--- config.mk ---
export PLATFORM = sky130hd
export DESIGN_NAME = seg7_scan
export DESIGN_NICKNAME = d
export VERILOG_FILES = /design/src/rtl/seg7_pkg.sv /design/src/rtl/seg7_scan_hex7seg.sv /design/src/rtl/seg7_scan.sv
export SDC_FILE = /design/constraint.sdc
export NUM_CORES = 1
export LEC_CHECK = 0
export CAP_MARGIN = 30
export CORE_UTILIZATION = 60
export DETAILED_ROUTE_END_ITERATION = 7
export DONT_BUFFER_PORTS = 1
export GPL_ROUTABILITY_DRIVEN = 0
export PLACE_DENSITY = 0.82
export REMOVE_ABC_BUFFERS = 1
export SLEW_MARGIN = 30
export SYNTH_ARGS = -nofsm -noshare
export SYNTH_HDL_FRONTEND = slang
export SYNTH_HIERARCHICAL = 1
export SYNTH_SLANG_ARGS = --single-unit
--- constraint.sdc ---
create_clock -name clk -period 6.3 [get_ports clk]
set_clock_uncertainty 0.15 [all_clocks]
set_input_delay 0.63 -clock clk [delete_from_list [all_inputs] [get_ports clk]]
set_output_delay 0.63 -clock clk [all_outputs]
set_load 0.05 [all_outputs]
--- src/rtl/seg7_pkg.sv ---
// Shared constants and types for the eight-digit seven-segment scanner.
package seg7_pkg;

  localparam int unsigned NUM_DIGITS = 8;
  localparam int unsigned DIG_W      = 3;
  localparam int unsigned SEG_W      = 7;

  localparam logic [SEG_W-1:0]      SEG_OFF = 7'h7F;
  localparam logic [NUM_DIGITS-1:0] AN_OFF  = 8'hFF;

  // Active-low {g,f,e,d,c,b,a} patterns for hex digits 0..F
  localparam logic [SEG_W-1:0] HEX7 [16] = '{
    7'h40, 7'h79, 7'h24, 7'h30, 7'h19, 7'h12, 7'h02, 7'h78,
    7'h00, 7'h10, 7'h08, 7'h03, 7'h46, 7'h21, 7'h06, 7'h0E
  };

  typedef struct packed {
    logic [NUM_DIGITS-1:0] an;
    logic [SEG_W-1:0]      seg;
    logic                  dp;
  } disp_t;

  localparam disp_t DISP_OFF = '{an: AN_OFF, seg: SEG_OFF, dp: 1'b1};

endpackage

--- src/rtl/seg7_scan_hex7seg.sv ---
// Combinational hex nibble to active-low seven-segment decoder.
module hex7seg
  import seg7_pkg::*;
(
  input  logic [3:0]       nibble_i,
  output logic [SEG_W-1:0] seg_o
);

  assign seg_o = HEX7[nibble_i];

endmodule

--- src/rtl/seg7_scan.sv ---
// Eight-digit multiplexed display driver with per-frame input snapshot.
module seg7_scan
  import seg7_pkg::*;
#(
  parameter int unsigned TICK_DIV = 131072
) (
  input  logic                  clk,
  input  logic                  rst,
  input  logic [31:0]           value,
  input  logic [NUM_DIGITS-1:0] dp_mask,
  input  logic                  blank_lz,
  output logic [SEG_W-1:0]      seg,
  output logic [NUM_DIGITS-1:0] an,
  output logic                  dp,
  output logic                  frame_done
);

  localparam int unsigned PRE_W = $clog2(TICK_DIV);

  logic [PRE_W-1:0]      pre_q, pre_d;
  logic [DIG_W-1:0]      dig_q, dig_d;
  logic [31:0]           snap_val_q, snap_val_d;
  logic [NUM_DIGITS-1:0] snap_dp_q, snap_dp_d;
  logic                  snap_lz_q, snap_lz_d;
  disp_t                 disp_q, disp_d;
  logic                  frame_done_q, frame_done_d;

  logic                  tick_c;
  logic                  frame_end_c;
  logic                  blank_c;
  logic [3:0]            nibble_c;
  logic [SEG_W-1:0]      hex_seg_c;

  hex7seg u_hex7seg (
    .nibble_i (nibble_c),
    .seg_o    (hex_seg_c)
  );

  always_ff @(posedge clk) begin
    if (rst) begin
      pre_q        <= '0;
      dig_q        <= '0;
      snap_val_q   <= '0;
      snap_dp_q    <= '0;
      snap_lz_q    <= 1'b0;
      disp_q       <= DISP_OFF;
      frame_done_q <= 1'b0;
    end else begin
      pre_q        <= pre_d;
      dig_q        <= dig_d;
      snap_val_q   <= snap_val_d;
      snap_dp_q    <= snap_dp_d;
      snap_lz_q    <= snap_lz_d;
      disp_q       <= disp_d;
      frame_done_q <= frame_done_d;
    end
  end

  // Prescaler, digit counter and frame-boundary snapshot
  always_comb begin
    pre_d        = pre_q + PRE_W'(1);
    dig_d        = dig_q;
    snap_val_d   = snap_val_q;
    snap_dp_d    = snap_dp_q;
    snap_lz_d    = snap_lz_q;
    frame_done_d = 1'b0;

    tick_c      = (pre_q == PRE_W'(TICK_DIV - 1));
    frame_end_c = tick_c && (dig_q == DIG_W'(NUM_DIGITS - 1));

    if (tick_c) begin
      pre_d = '0;
      dig_d = dig_q + DIG_W'(1);
    end
    if (frame_end_c) begin
      snap_val_d   = value;
      snap_dp_d    = dp_mask;
      snap_lz_d    = blank_lz;
      frame_done_d = 1'b1;
    end
  end

  // Decode the current digit; outputs lag dig_q by one register stage
  always_comb begin
    disp_d   = DISP_OFF;
    nibble_c = snap_val_q[{dig_q, 2'b00} +: 4];
    blank_c  = snap_lz_q && (dig_q != '0) &&
               ((snap_val_q >> {dig_q, 2'b00}) == 32'd0);

    if (!blank_c) begin
      disp_d.an  = ~(NUM_DIGITS'(1) << dig_q);
      disp_d.seg = hex_seg_c;
      disp_d.dp  = ~snap_dp_q[dig_q];
    end
  end

  assign seg        = disp_q.seg;
  assign an         = disp_q.an;
  assign dp         = disp_q.dp;
  assign frame_done = frame_done_q;

endmodule

==> results.md, run 1 <==
- Synth Instances: 435
- Core Util, Final: 0.652
- Hold path startpoint: rst
- Critical Path Start Type: flop
- Largest family of logic cells by synthesized area: simple AND/OR/NAND/NOR gates
- Worst vdd ir: 0.193 mV
- Max cap viols: 0
- Area share of the largest cell type after synthesis: 0.421
- First-pass GRT wire length: 12.3 mm
- EDFF count, synth: 0
- Die Span X: approximately 80 um
- Ys Warns: 6
- Xor and xnor fraction of the mapped netlist area: 0.0260
- Die span in y: slightly above 80 um
- Average size of a mapped cell: approximately 8.5 sq um
- Worst setup path start: pre_q[0]$_SDFF_PP0_
- Gr usage total: 0.250
- Post-CTS sizing: 0
- Yosys cell types: 56
- Worst setup EP type: flop
- Placed cell areas: roughly 3700 sq um
- Unrepaired setup endpoints after global routing: no
- RR Startpoint: pre_q[0]$_SDFF_PP0_
- Worst path required time: 6.43 ns
- Status: completed
- DR DRC count: 0
- Post-synthesis mux area share: 0.0847
- Seq/Total Area, Yosys: 0.421
- Yosys reg bits: just under 80
- Cell Rows: 28
- DIE AREA: about 6500 sq um
- Number of global-route vias before repair: between 2k and 3k
- Fmax: approximately 320 MHz
- Starting Density: 0.622
- Synth Area in Compound Gates: 0.125
- Power per Cell Area: 226 nW/um^2
- Port bufs: 0
- Period minus WS final: 3.11 ns
- Most frequent cells in the layout: nand2_1, dfxtp_1, a21oi_1
- Crit path DAT: around 3.3 ns
- Most common cell after layout, fill and taps aside: nand2_1
- H-tree depth: 3
- Clk Latency, worst-skew pair: between 0.3 and 0.4 ns
- Synth top area cells: dfxtp_1, nand2_1, a21oi_1
- Area growth from synthesis to layout: 4.76%
- Post-Synth Adder-Cell Area: 0.0506
- Total number of vias: about 3.0k
- DPL Wire Length: about 5.3 mm
- Root Buffer: clkbuf_8
- CTS tree: done
- Nets: 479
- Final worst path period share: 0.494
- Num CTS Buffers: 9
- Largest net degree at the start of global routing: just under 50
- Grt total ovfl: 0
- Hold-fix buffers at CTS: 0
- Post-synthesis cell type with the largest combined area: dfxtp_1
- Asr flop ratio synth: 0
- Slew Viols, Final: 0
- Worst reg2reg endpoint: snap_val_q[24]$_SDFFE_PP0P_
- Setup tns final: 0 ns
- R2r setup slk: between 3 and 4 ns
- Initial antenna violation count: 0
- Final hold violation count: 0
- Worst-path clk slew: about 0.08 ns
- Setup WS post-layout: between 3 and 4 ns
- Share of layout cells above drive strength 1: 0.106
- Finish-stage setup viols: 0
- Post-synthesis simple-gate area fraction: 0.249
- I/O pin total: 60
- Post-CTS setup buffers: 0
- Clock sink count: between 70 and 80
- Post-Place Setup Slack: approximately 3.0 ns
- Total core area: approximately 6000 sq um
- Worst-margin pin slew: between 0.7 and 0.8 ns
- Max FO, Critical Path: 22
- Final ANT Viol Nets: 0
- Dominant synthesized flop cell: dfxtp_1
- WHS Path Cells: 1
- Post-route insts no fill: 501
- Placed Cells: between 400 and 500
- Synth Cell Area: between 3000 and 4000 sq um
- Starting DRT DRC Count: roughly 140
- Leakage: 1.34 nW
- WL per Instance: between 10 and 15 um
- Reg2Reg Depth: 10
- Post-Route WL: between 7 and 8 mm
- Via-per-instance ratio: roughly 6
- Max_slew headroom: 0.529
- Hold path endpoint: snap_val_q[23]$_SDFFE_PP0P_
- Design Area, Final: 3880 sq um
- Smallest hold slack: 0.177 ns
- Design Power: slightly below 0.9 mW
- CTS max path bufs: 2
- Hold Crit Class: in -> reg
- Drt pass-1 iters: 4
- Crit Path Category: reg -> reg
- N_diodes: 0
flip-flops by register name, summed over array words and instances (netlist names):
signal / cells
seg: 7
snap_dp_q: 8
snap_lz_q: 1
snap_val_q: 32
pre_q: 17
an: 8
dig_q: 3
dp: 1
frame_done: 1
synth_stat cells (all sizes together) (4+ instances only):
master and instances:
mux4 9, nor2 26, mux2 6, nand2 105, inv 9, nor3 8
clkbuf 19, nor3b 4, a21oi 48, nand4 7, nand2b 4, mux2i 4
dfxtp 78, o21ai 12, nor4 9, ha 15, or2 11, or3 5
xor2 8, buf 8, nand3 9
worst max path at each step:
stage / slack [ns] / endpoint
2_1_floorplan: 3.38 / dp$_SDFF_PP1_
3_3_place_gp: 3.17 / an[3]$_SDFF_PP1_
3_5_place_dp: 3.02 / seg[5]$_SDFF_PP1_
4_1_cts: 3.02 / an[7]$_SDFF_PP1_
5_1_grt: 2.90 / snap_val_q[24]$_SDFFE_PP0P_
6_report: 3.19 / snap_val_q[24]$_SDFFE_PP0P_
metal layers:
metal / GRT usage / routed length (um) / vias up / part of all wire
met4: 0.0964 / 198 / 0 / 0.027
met5: 0 / 0 / - / 0
met1: 0.317 / 3410 / 1382 / 0.46
met2: 0.404 / 3450 / 103 / 0.46
li1: - / - / 1470 / -
met3: 0.0636 / 406 / 16 / 0.054
final cells by class:
class | instances | area (sq um)
clock buffer | 9 | 124
sequential | 78 | 1560
clock inverter | 7 | 65.1
tap | 75 | 93.8
multi-input combinational | 320 | 1980
inverter | 10 | 37.5
fill | 517 | 2070
timing repair buffer | 2 | 15.0
cells by family after synthesis:
| family | count (synthesis) |
|---|---|
| buffers and inverters | 37 |
| AOI/OAI and AO/OA | 78 |
| xor gates and xnor gates | 11 |
| adders and majority gates | 15 |
| muxes | 19 |
| DFF | 78 |
| and+or+nand+nor | 197 |
worst max-delay path, cell delays in order (launching register included):
cell,delay (ns)
dfxtp_1,0.36
ha_1,0.21
nand2_1,0.05
or2_2,0.35
nor2_1,0.20
and3_1,0.19
ha_1,0.30
and2_1,0.64
buf_4,0.36
nand2_1,0.09
a21oi_1,0.14
power breakdown:
group / total (mW) / switching (mW) / internal [mW]
sequential: 0.507 / 0.0105 / 0.497
clock: 0.363 / 0.183 / 0.180
combinational: 0.00877 / 0.00510 / 0.00367
Note: power is estimated with default switching activity, not from simulation.
==> inputs of run 2 (changes only) <==
Clock period 6.3 ns to 3.26 ns, I/O delays scaled along.
==> run 2 against run 1 <==
Compared with the run above:
- hold slack worse by 0.16 ns
- sequential share of layout area is 4.3 points lower
- routed wire length is 13% higher
- design area is 12% higher
- setup slack worse by 2.9 ns
- critical path depth is 1 higher
- largest cell class unchanged
- global-route usage is 2.6 points higher
- largest power group unchanged
- first-iteration DRC count is 54% higher
==> results.md, run 2 (synthesis gave the netlist of run 1 again) <==
- DR DRC count: 0
- Most common cell after layout, fill and taps aside: nand2_1
- Reg with most FFs: snap_val_q
- Worst-path clk slew: around 0.08 ns
- Worst vdd ir: slightly below 0.3 mV
- Core Util, Final: 0.729
- Die Span X: 80.6 um
- Max FO, Critical Path: 19
- Finish-stage setup viols: 0
- Power per Cell Area: between 400 and 500 nW/um^2
- R2r setup slk: between 0.2 and 0.25 ns
- I/O pin total: 60
- Slew Viols, Final: 0
- First-pass GRT wire length: ~13 mm
- Reg area: about 1600 sq um
- Gr usage total: 0.276
- Most frequent CP cell: nand2_1
- H-tree depth: 3
- Final worst path period share: 0.927
- Final hold violation count: 0
- Design Area, Final: around 4300 sq um
- Post-Route WL: ~8.4 mm
- Starting Density: 0.622
- Root Buffer: clkbuf_8
- Most frequent cells in the layout: nand2_1, dfxtp_1, a21oi_1
- Grt total ovfl: 0
- Cell family with most CP delay: simple AND/OR/NAND/NOR gates
- Port bufs: 0
- Buf/Inv on CP: 2
- Worst-margin pin slew: between 0.5 and 0.6 ns
- Status: completed
- Setup tns final: 0 ns
- Post-route insts no fill: 546
- Num CTS Buffers: 9
- Number of global-route vias before repair: between 2k and 3k
- Drt pass-1 iters: 5
- CTS max path bufs: 2
- Max cap viols: 0
- Post-Place Setup Slack: a little under 0.4 ns
- Cell Rows: 28
- N_diodes: 0
- Crit Path Category: reg -> reg
- Biggest regs: snap_val_q: 32 flops, pre_q: 17 flops
- Crit-path max cell delay: ~0.56 ns
- Placed cell areas: 3710 sq um
- Crit path DAT: 3.18 ns
- Total number of vias: 3185
- Max FFs per register: 32
- CTS tree: done
- WL per Instance: roughly 15 um
- FILL cells: between 400 and 500
- Critical Path, Cell by Cell: ha_1, nand2_1, or2_2, nor2_1, and3_1, ha_2, and2_1, buf_4, nand2_1, a21oi_1, dlygate4sd3_1
- Slowest CP cell: dlygate4sd3_1
- Initial antenna violation count: 0
- Share of layout cells above drive strength 1: 0.0998
- Clock sink count: ~80
- Area of the multi-input gates: roughly 2000 sq um
- Worst path required time: 3.41 ns
- Largest net degree at the start of global routing: 46
- Unrepaired setup endpoints after global routing: no
- Critical Path Start Type: flop
- Period minus WS final: just over 3 ns
- Clk Latency, worst-skew pair: 0.36 ns
- Max_slew headroom: 0.610
- Die span in y: just over 80 um
- Worst setup EP type: flop
- Total core area: between 5000 and 6000 sq um
- Placed Cells: between 400 and 500
- Final ANT Viol Nets: 0
- Nets: 524
- Fmax: 331 MHz
- Setup WS post-layout: approximately 0.24 ns
- Hold Crit Class: in -> reg
- Via-per-instance ratio: roughly 6
- Leakage: around 1.5 nW
- Starting DRT DRC Count: between 200 and 250
- DPL Wire Length: around 5.3 mm
- DIE AREA: around 6500 sq um
- Area growth from synthesis to layout: 17.2%
[run 2: cell types whose count changed in the layout (fill, tap and decap cells not counted), moves of 2 or more]
cell	previous run	this run
dlygate4sd3_1	0	41
buf_4	2	5
clkinvlp_4	2	0
dfxtp_2	2	0
clkinv_2	4	1
dfxtp_1	76	78
clkbuf_8	9	13
[run 2: path summary, 6_finish.rpt]
kind                       start                     endpoint  depth (start not counted)
max          pre_q[0]$_SDFF_PP0_  snap_val_q[11]$_SDFFE_PP0P_                         11
min                          rst             an[4]$_SDFF_PP1_                          2
max reg2reg  pre_q[0]$_SDFF_PP0_  snap_val_q[11]$_SDFFE_PP0P_                         11
min reg2reg  pre_q[0]$_SDFF_PP0_          pre_q[0]$_SDFF_PP0_                          1
[run 2: repair_timing]
action	in CTS	in global routing
buffers inserted	0	0
hold endpoints to repair	45	0
endpoints found under the setup margin	0	1
hold buffers	42	0
resized for setup	0	1
[run 2: metrics by stage]
step / hold WS [ns] / power [mW]
after floorplan: 0.245 / 1.02
after global placement: 0.248 / 1.02
after detailed placement: 0.251 / 1.02
after CTS: 0.0159 / 1.75
after global routing: 0.0157 / 1.81
final: 0.0190 / 1.75
[run 2: metal layers]
layer,wire [um],track usage,up-vias
li1,-,-,1553
met1,3600,0.331,1486
met2,4140,0.454,127
met3,466,0.0705,19
met4,226,0.136,0
met5,0,0,-
[run 2: report_power, final]
group / switching (mW) / total [mW] / leakage (nW) / internal (mW)
sequential: 0.0205 / 0.980 / 0.632 / 0.960
combinational: 0.0261 / 0.0676 / 0.810 / 0.0415
clock: 0.346 / 0.707 / 0.103 / 0.361
total: 0.393 / 1.75 / 1.54 / 1.36
[run 2: cell type report]
cell class	count	area share
Timing Repair Buffer	47	0.108
Tap cell	75	0.0216
Sequential cell	78	0.360
Multi-Input combinational cell	320	0.457
Clock inverter	2	0.00317
Inverter	10	0.00864
Clock buffer	14	0.0421
